===== src/rtl/result_word_packer_pkg.sv =====
// Shared types and defaults for the result word packer.
// Latency: n/a (types and constants only).
// Backpressure: n/a.
// Contents: packer_state_e (FILL/HOLD), DEFAULT_WORD_W.
// Optional feature macro used by this block: RESULT_WORD_PACKER_PARITY_EN.
package result_pack_pkg;

  // FILL: shift register is accepting bits.
  // HOLD: a completed word sits in the shift register waiting for the
  //       output register to drain.
  typedef enum logic {
    FILL = 1'b0,
    HOLD = 1'b1
  } packer_state_e;

  localparam int DEFAULT_WORD_W = 8;

endpackage


===== src/rtl/result_word_packer_if.sv =====
// Bit-in / word-out bus of the result word packer.
// Latency: n/a (signal bundle only).
// Backpressure: in_ready gates the bit stream, out_ready gates word transfer.
// Ports: in_valid/in_bit/in_ready, clear, out_valid/out_ready/out_word/
//        out_ones, overflow, plus out_parity when RESULT_WORD_PACKER_PARITY_EN
//        is defined. slave = packer side, master = producer/consumer side.
interface result_word_packer_if
  import result_pack_pkg::*;
#(
  parameter int WORD_W = DEFAULT_WORD_W
);
  localparam int CNT_W = $clog2(WORD_W + 1);

  logic              in_valid;
  logic              in_bit;
  logic              in_ready;
  logic              clear;
  logic              out_valid;
  logic              out_ready;
  logic [WORD_W-1:0] out_word;
  logic [CNT_W-1:0]  out_ones;
  logic              overflow;
`ifdef RESULT_WORD_PACKER_PARITY_EN
  logic              out_parity;

  modport master (
    output in_valid, in_bit, clear, out_ready,
    input  in_ready, out_valid, out_word, out_ones, overflow, out_parity
  );
  modport slave (
    input  in_valid, in_bit, clear, out_ready,
    output in_ready, out_valid, out_word, out_ones, overflow, out_parity
  );
`else
  modport master (
    output in_valid, in_bit, clear, out_ready,
    input  in_ready, out_valid, out_word, out_ones, overflow
  );
  modport slave (
    input  in_valid, in_bit, clear, out_ready,
    output in_ready, out_valid, out_word, out_ones, overflow
  );
`endif

endinterface


===== src/rtl/result_word_packer_popcount.sv =====
// Counts the ones in a WORD_W-bit word.
// Latency: combinational.
// Backpressure: none.
// Ports: word (WORD_W in), ones (CNT_W out).
module result_popcount
  import result_pack_pkg::*;
#(
  parameter int WORD_W = DEFAULT_WORD_W,
  parameter int CNT_W  = $clog2(WORD_W + 1)
) (
  input  logic [WORD_W-1:0] word,
  output logic [CNT_W-1:0]  ones
);

  always_comb begin
    ones = '0;
    for (int i = 0; i < WORD_W; i++) begin
      ones = ones + CNT_W'(word[i]);
    end
  end

endmodule


===== src/rtl/result_word_packer.sv =====
// Packs the 1-bit result stream LSB-first into WORD_W-bit words with popcount.
// Latency: last bit accepted in cycle N -> out_valid in cycle N+1 (output free).
// Backpressure: one completed word parks in the shift reg (HOLD, in_ready=0);
//   bits offered while in_ready=0 are dropped and set sticky overflow.
// Ports: clk, rst_n (async active-low), bus (result_word_packer_if.slave).
// Optional: RESULT_WORD_PACKER_PARITY_EN adds out_parity = ^out_word.
module result_word_packer
  import result_pack_pkg::*;
#(
  parameter int WORD_W = DEFAULT_WORD_W
) (
  input logic                 clk,
  input logic                 rst_n,
  result_word_packer_if.slave bus
);

  localparam int CNT_W = $clog2(WORD_W + 1);
  localparam int IDX_W = $clog2(WORD_W);
  localparam logic [IDX_W-1:0] LAST_IDX = IDX_W'(WORD_W - 1);

  packer_state_e     state;
  logic [IDX_W-1:0]  count;
  logic [WORD_W-1:0] shift;
  logic [WORD_W-1:0] filled;
  logic [WORD_W-1:0] load_word;
  logic [CNT_W-1:0]  load_ones;
  logic [WORD_W-1:0] out_word;
  logic [CNT_W-1:0]  out_ones;
  logic              out_valid;
  logic              overflow;
  logic              in_ready;
  logic              accept;
  logic              xfer;
  logic              word_done;
  logic              load;

  assign in_ready  = (state == FILL);
  assign accept    = bus.in_valid && in_ready;
  assign xfer      = out_valid && bus.out_ready;
  assign word_done = accept && (count == LAST_IDX);

  // Shift register with the incoming bit merged in at its slot.
  always_comb begin
    filled        = shift;
    filled[count] = bus.in_bit;
  end

  // A held word takes precedence; in HOLD no new bit can be accepted anyway.
  assign load_word = (state == HOLD) ? shift : filled;

  // The output register is writable when empty or draining this cycle.
  assign load = (state == HOLD) ? xfer : (word_done && (!out_valid || bus.out_ready));

  result_popcount #(
    .WORD_W (WORD_W),
    .CNT_W  (CNT_W)
  ) u_popcount (
    .word (load_word),
    .ones (load_ones)
  );

`ifdef RESULT_WORD_PACKER_PARITY_EN
  logic out_parity;
  assign bus.out_parity = out_parity;
`endif

  always_ff @(posedge clk or negedge rst_n) begin
    if (!rst_n) begin
      state      <= FILL;
      count      <= '0;
      shift      <= '0;
      out_word   <= '0;
      out_ones   <= '0;
      out_valid  <= 1'b0;
      overflow   <= 1'b0;
`ifdef RESULT_WORD_PACKER_PARITY_EN
      out_parity <= 1'b0;
`endif
    end else if (bus.clear) begin
      state      <= FILL;
      count      <= '0;
      shift      <= '0;
      out_word   <= '0;
      out_ones   <= '0;
      out_valid  <= 1'b0;
      overflow   <= 1'b0;
`ifdef RESULT_WORD_PACKER_PARITY_EN
      out_parity <= 1'b0;
`endif
    end else begin
      if (bus.in_valid && !in_ready) begin
        overflow <= 1'b1;
      end

      // Transfer empties the output; a same-cycle load below overrides.
      if (xfer) begin
        out_valid <= 1'b0;
      end

      if (load) begin
        out_word   <= load_word;
        out_ones   <= load_ones;
        out_valid  <= 1'b1;
`ifdef RESULT_WORD_PACKER_PARITY_EN
        out_parity <= ^load_word;
`endif
      end

      case (state)
        FILL: begin
          if (accept) begin
            if (word_done) begin
              count <= '0;
              if (load) begin
                shift <= '0;
              end else begin
                shift <= filled;
                state <= HOLD;
              end
            end else begin
              shift <= filled;
              count <= count + 1'b1;
            end
          end
        end
        HOLD: begin
          if (xfer) begin
            shift <= '0;
            state <= FILL;
          end
        end
        default: state <= FILL;
      endcase
    end
  end

  assign bus.in_ready  = in_ready;
  assign bus.out_valid = out_valid;
  assign bus.out_word  = out_word;
  assign bus.out_ones  = out_ones;
  assign bus.overflow  = overflow;

endmodule


===== src/flat_wrapper.sv =====
// flat-port wrapper written by rule: the top's interface ports become plain ports
module result_word_packer_flat import result_pack_pkg::*;
#(
  parameter int WORD_W = DEFAULT_WORD_W
)
  (clk, rst_n, bus_in_valid, bus_in_bit, bus_clear, bus_out_ready, bus_in_ready, bus_out_valid, bus_out_word, bus_out_ones, bus_overflow);
  result_word_packer_if #(.WORD_W(WORD_W)) bus_i ();
  input logic clk;
  input logic rst_n;
  input wire logic [$bits(bus_i.in_valid)-1:0] bus_in_valid;
  input wire logic [$bits(bus_i.in_bit)-1:0] bus_in_bit;
  input wire logic [$bits(bus_i.clear)-1:0] bus_clear;
  input wire logic [$bits(bus_i.out_ready)-1:0] bus_out_ready;
  output wire logic [$bits(bus_i.in_ready)-1:0] bus_in_ready;
  output wire logic [$bits(bus_i.out_valid)-1:0] bus_out_valid;
  output wire logic [$bits(bus_i.out_word)-1:0] bus_out_word;
  output wire logic [$bits(bus_i.out_ones)-1:0] bus_out_ones;
  output wire logic [$bits(bus_i.overflow)-1:0] bus_overflow;
  assign bus_i.in_valid = bus_in_valid;
  assign bus_i.in_bit = bus_in_bit;
  assign bus_i.clear = bus_clear;
  assign bus_i.out_ready = bus_out_ready;
  assign bus_in_ready = bus_i.in_ready;
  assign bus_out_valid = bus_i.out_valid;
  assign bus_out_word = bus_i.out_word;
  assign bus_out_ones = bus_i.out_ones;
  assign bus_overflow = bus_i.overflow;
  result_word_packer #(.WORD_W(WORD_W)) u_core (.clk(clk), .rst_n(rst_n), .bus(bus_i));
endmodule

===== config.mk =====
export PLATFORM = sky130hd
export DESIGN_NAME = result_word_packer_flat
export DESIGN_NICKNAME = d
export VERILOG_FILES = /design/src/rtl/result_word_packer_pkg.sv /design/src/rtl/result_word_packer_if.sv /design/src/rtl/result_word_packer_popcount.sv /design/src/rtl/result_word_packer.sv /design/src/flat_wrapper.sv
export SDC_FILE = /design/constraint.sdc
export NUM_CORES = 1
export LEC_CHECK = 0
export BUFFER_PORTS_ARGS = -buffer_cell sky130_fd_sc_hd__buf_2
export CORE_UTILIZATION = 40
export CTS_CLUSTER_DIAMETER = 120
export DETAILED_ROUTE_END_ITERATION = 6
export GPL_TIMING_DRIVEN = 1
export SLEW_MARGIN = 20
export SYNTH_ARGS = -nofsm -noshare
export SYNTH_HDL_FRONTEND = slang
export SYNTH_SLANG_ARGS = --single-unit

===== constraint.sdc =====
create_clock -name clk -period 8 [get_ports clk]
set_input_delay 1.6 -clock clk [delete_from_list [all_inputs] [get_ports clk]]
set_output_delay 1.6 -clock clk [all_outputs]
set_load 0.05 [all_outputs]

==> results.sh <==
export IMPL_ir_drop_uv=86.27
export IMPL_critical_path_buf_inv_count=3
export IMPL_synth_compound_area_share=0.2121
export IMPL_cts_resized=0
export IMPL_cp_slowest_cell="fa_1"
export IMPL_swShare=0.2473
export IMPL_power_mw=0.2818
export IMPL_rsz0062_at_grt="no"
export IMPL_synth_mux_area_frac=0.05929
export IMPL_ys_seq_area_frac=0.3714
export IMPL_worstMarginPinSlew_ns=0.9535
export IMPL_cts_tree="done"
export IMPL_gp_congestion=0.7272
export IMPL_yosysWarnings=0
export IMPL_track_usage=0.1838
export IMPL_top_layer="met4"
export IMPL_route_met2_wl_mm=1.921
export IMPL_tns_ns=0
export IMPL_dp_hpwl_mm=2.739
export IMPL_syn_inst=166
export IMPL_grt_pass1_vias=1328
export IMPL_clock_latency_ns=0.28
export IMPL_slew_viol_final=0
export IMPL_critPathMaxStageDelay_ns=0.54
export IMPL_synth_top_family_by_area="compound AO/OA/AOI/OAI gates"
export IMPL_grt_pass1_wl_mm=6.368
export IMPL_route_met3_wl_um=108
export IMPL_met1Wirelength_mm=1.893
export IMPL_cp_max_fo=15
export IMPL_p_int_mw=0.2121
export IMPL_antenna_cells=0
export IMPL_p_switching_mw=0.06967
export IMPL_synthAdderAreaFrac=0.08143
export IMPL_layout_setup_ws_ns=3.511
export IMPL_ios=21
export IMPL_cts_sinks=26
export IMPL_antenna_found_initial=0
export IMPL_cp_startpoint="bus_in_bit"
export IMPL_fin_nets=190
export IMPL_p_per_area_mw_per_mm2=147.9
export IMPL_ys_ff_latch=26
export IMPL_slew_limit_headroom=0.3615
export IMPL_end_kind="flip-flop"
export IMPL_critPathRequiredTime_ns=8.17
export IMPL_routedWlPerCell_um=17.57
export IMPL_final_hold_violation_count=0
export IMPL_antenna_left=0
export IMPL_pre_cts_ws_ns=3.224
export IMPL_core_region_area_mm2=0.004115
export IMPL_vias_per_cell=6.071
export IMPL_dieArea_mm2=0.004648
export IMPL_max_cap_violations=0
export IMPL_row_count=23
export IMPL_path_cells="buf_2 > mux2i_1 > fa_1 > fa_1 > inv_1 > fa_1 > ha_1 > inv_1 > fa_1 > xnor2_1 > a22o_1"
export IMPL_chipHeight_um=68.18
export IMPL_cts_hold_buffers=0
export IMPL_crit_top_cell="fa_1"
export IMPL_min_period_ns=4.489
export IMPL_finalCritPeriodShare=0.5612
export IMPL_cts_reportedPaths_clkPinSlew_ns=0.09
export IMPL_port_buffers=20
export IMPL_grt_max_degree=27
export IMPL_wl_mm=3.935
export IMPL_drc=0
export IMPL_hold_path_startpoint="u_core.bus.out_ones[3]$_DFFE_PN0P_"
export IMPL_critPathTopFamily="adder cells"
export IMPL_cts_max_path_buffers=2
export IMPL_drtIter0Drc=75
export IMPL_root_buffer="clkbuf_8"
export IMPL_start_util=0.4257
export IMPL_setup_viol=0
export IMPL_syn_nets=181
export IMPL_drive_above_1_share=0.2126
export IMPL_skew_ns=0.01125
export IMPL_hold_path_class="flip-flop to flip-flop"
export IMPL_power_frac_comb=0.108
export IMPL_seqPwrFrac=0.496
export IMPL_yosys_area_share_simple=0.1929
export IMPL_grt_ovfl_total=0
export IMPL_synthArstFlopShare=1.000
export IMPL_syn_to_final_growth_pct=8.786
export IMPL_reg2reg_from="u_core.count[1]$_DFFE_PN0P_"
export IMPL_synth_area_mm2=0.001752
export IMPL_vias=1360
export IMPL_drtPass1Iterations=4
export IMPL_die_w_um=68.18
export IMPL_cp_start_kind="input port"
export IMPL_critical_path_class="input port to flip-flop"
export IMPL_leakage_nw=0.8226
export IMPL_power_share_clock=0.396
export IMPL_synth_edf_count=0
export IMPL_numCtsBuffers=3
export IMPL_synth_cell_types=42
export IMPL_ys_dominant_reg_cell="dfrtp_1"
export IMPL_cts_setup_buffers=0
export IMPL_fmax_mhz=222.8
export IMPL_syn_area_per_cell_um2=10.55
export IMPL_worstPathArrival_ns=4.65
export IMPL_synthXorXnorAreaFrac=0.005000
export IMPL_outcome="complete, no violations"
export IMPL_htreeDepth=1
## cell usage after synthesis, types with 4 or more instances
library cell | instances | area share
dfrtp_1 | 26 | 0.37
o2111ai_1 | 16 | 0.080
inv_1 | 14 | 0.030
clkbuf_1 | 10 | 0.021
nand3_1 | 8 | 0.023
mux2i_1 | 7 | 0.040
o2bb2ai_2 | 6 | 0.051
a22o_1 | 5 | 0.025
ha_1 | 5 | 0.036
o211ai_1 | 5 | 0.021
a21oi_1 | 4 | 0.011
buf_2 | 4 | 0.011
fa_1 | 4 | 0.046
nand4_1 | 4 | 0.014
nor2_1 | 4 | 0.0086
nor2b_1 | 4 | 0.014
## cell usage in the layout, fill, tap and decap left out, drive strengths merged, types with 2 or more instances in the layout
master / n
dfrtp: 26
buf: 20
o2111ai: 16
inv: 14
nand3: 8
mux2i: 7
o2bb2ai: 6
o211ai: 5
a22o: 5
ha: 5
nor2b: 5
a21oi: 4
nand4: 4
nor2: 4
fa: 4
nor3b: 4
nor4b: 3
nor4bb: 3
mux2: 3
nand3b: 3
or3b: 3
clkbuf: 3
and2: 2
nor4: 2
## metal layers
metal,GRT usage,vias up
met2,0.3211,20
li1,-,652
met4,0.02344,0
met5,0,-
met3,0.04000,2
met1,0.2363,686
## cells by family after synthesis
group           after synthesis
buf+inv                      31
xor+xnor                      1
fa+ha+maj                     9
compound gates               41
simple gates                 48
flops                        26
mux                          10
## path summary, 6_finish.rpt
kind                            slack, ns  depth (start not counted)                                  to
worst max-delay path                 3.51                         11  u_core.bus.out_ones[2]$_DFFE_PN0P_
worst min-delay path                 0.50                          1  u_core.bus.out_ones[3]$_DFFE_PN0P_
worst max register to register       3.74                         11  u_core.bus.out_ones[2]$_DFFE_PN0P_
worst min register to register       0.50                          1  u_core.bus.out_ones[3]$_DFFE_PN0P_
max in group asynchronous            6.27                          1         u_core.shift[0]$_DFFE_PN0P_
min in group asynchronous            1.32                          1         u_core.shift[3]$_DFFE_PN0P_
## power by group through the flow
stage / Clock [mW] / Combinational [mW] / Sequential, mW
3_3_place_gp: 0 / 0.0299 / 0.142
3_5_place_dp: 0 / 0.0308 / 0.142
4_1_cts: 0.115 / 0.0311 / 0.140
6_report: 0.112 / 0.0306 / 0.140
2_1_floorplan: 0 / 0.0262 / 0.137
5_1_grt: 0.120 / 0.0352 / 0.140
## state kept, by name (all words and copies together), names as in the netlist
| signal | cells |
|---|---|
| u_core.bus.out_word | 8 |
| u_core.bus.out_ones | 4 |
| u_core.shift | 8 |
| u_core.state | 1 |
| u_core.count | 3 |
| u_core.bus.overflow | 1 |
| u_core.bus.out_valid | 1 |
## area by class of cell
type | count | area (um^2)
clock buffers | 3 | 41.29
clock inverters | 1 | 30.03
fillers | 410 | 2210
inverters | 15 | 56.30
multi-input cells | 109 | 964.7
flip-flops and latches | 26 | 650.6
well taps | 50 | 62.56
repair buffers | 20 | 100.1
## metrics by stage
| stage | instances | area (um^2) | hold WS [ns] | util |
|---|---|---|---|---|
| after floorplan | 166 | 1752 | 0.5185 | - |
| after global placement | 220 | 1834 | 0.4790 | 0.4457 |
| after detailed placement | 220 | 1834 | 0.4801 | 0.4457 |
| after CTS | 224 | 1906 | 0.5074 | 0.4631 |
| after global routing | 224 | 1906 | 0.5230 | 0.4631 |
| final | 224 | 1906 | 0.5000 | 0.4631 |
No activity file was read; power rests on OpenSTA's default activity.
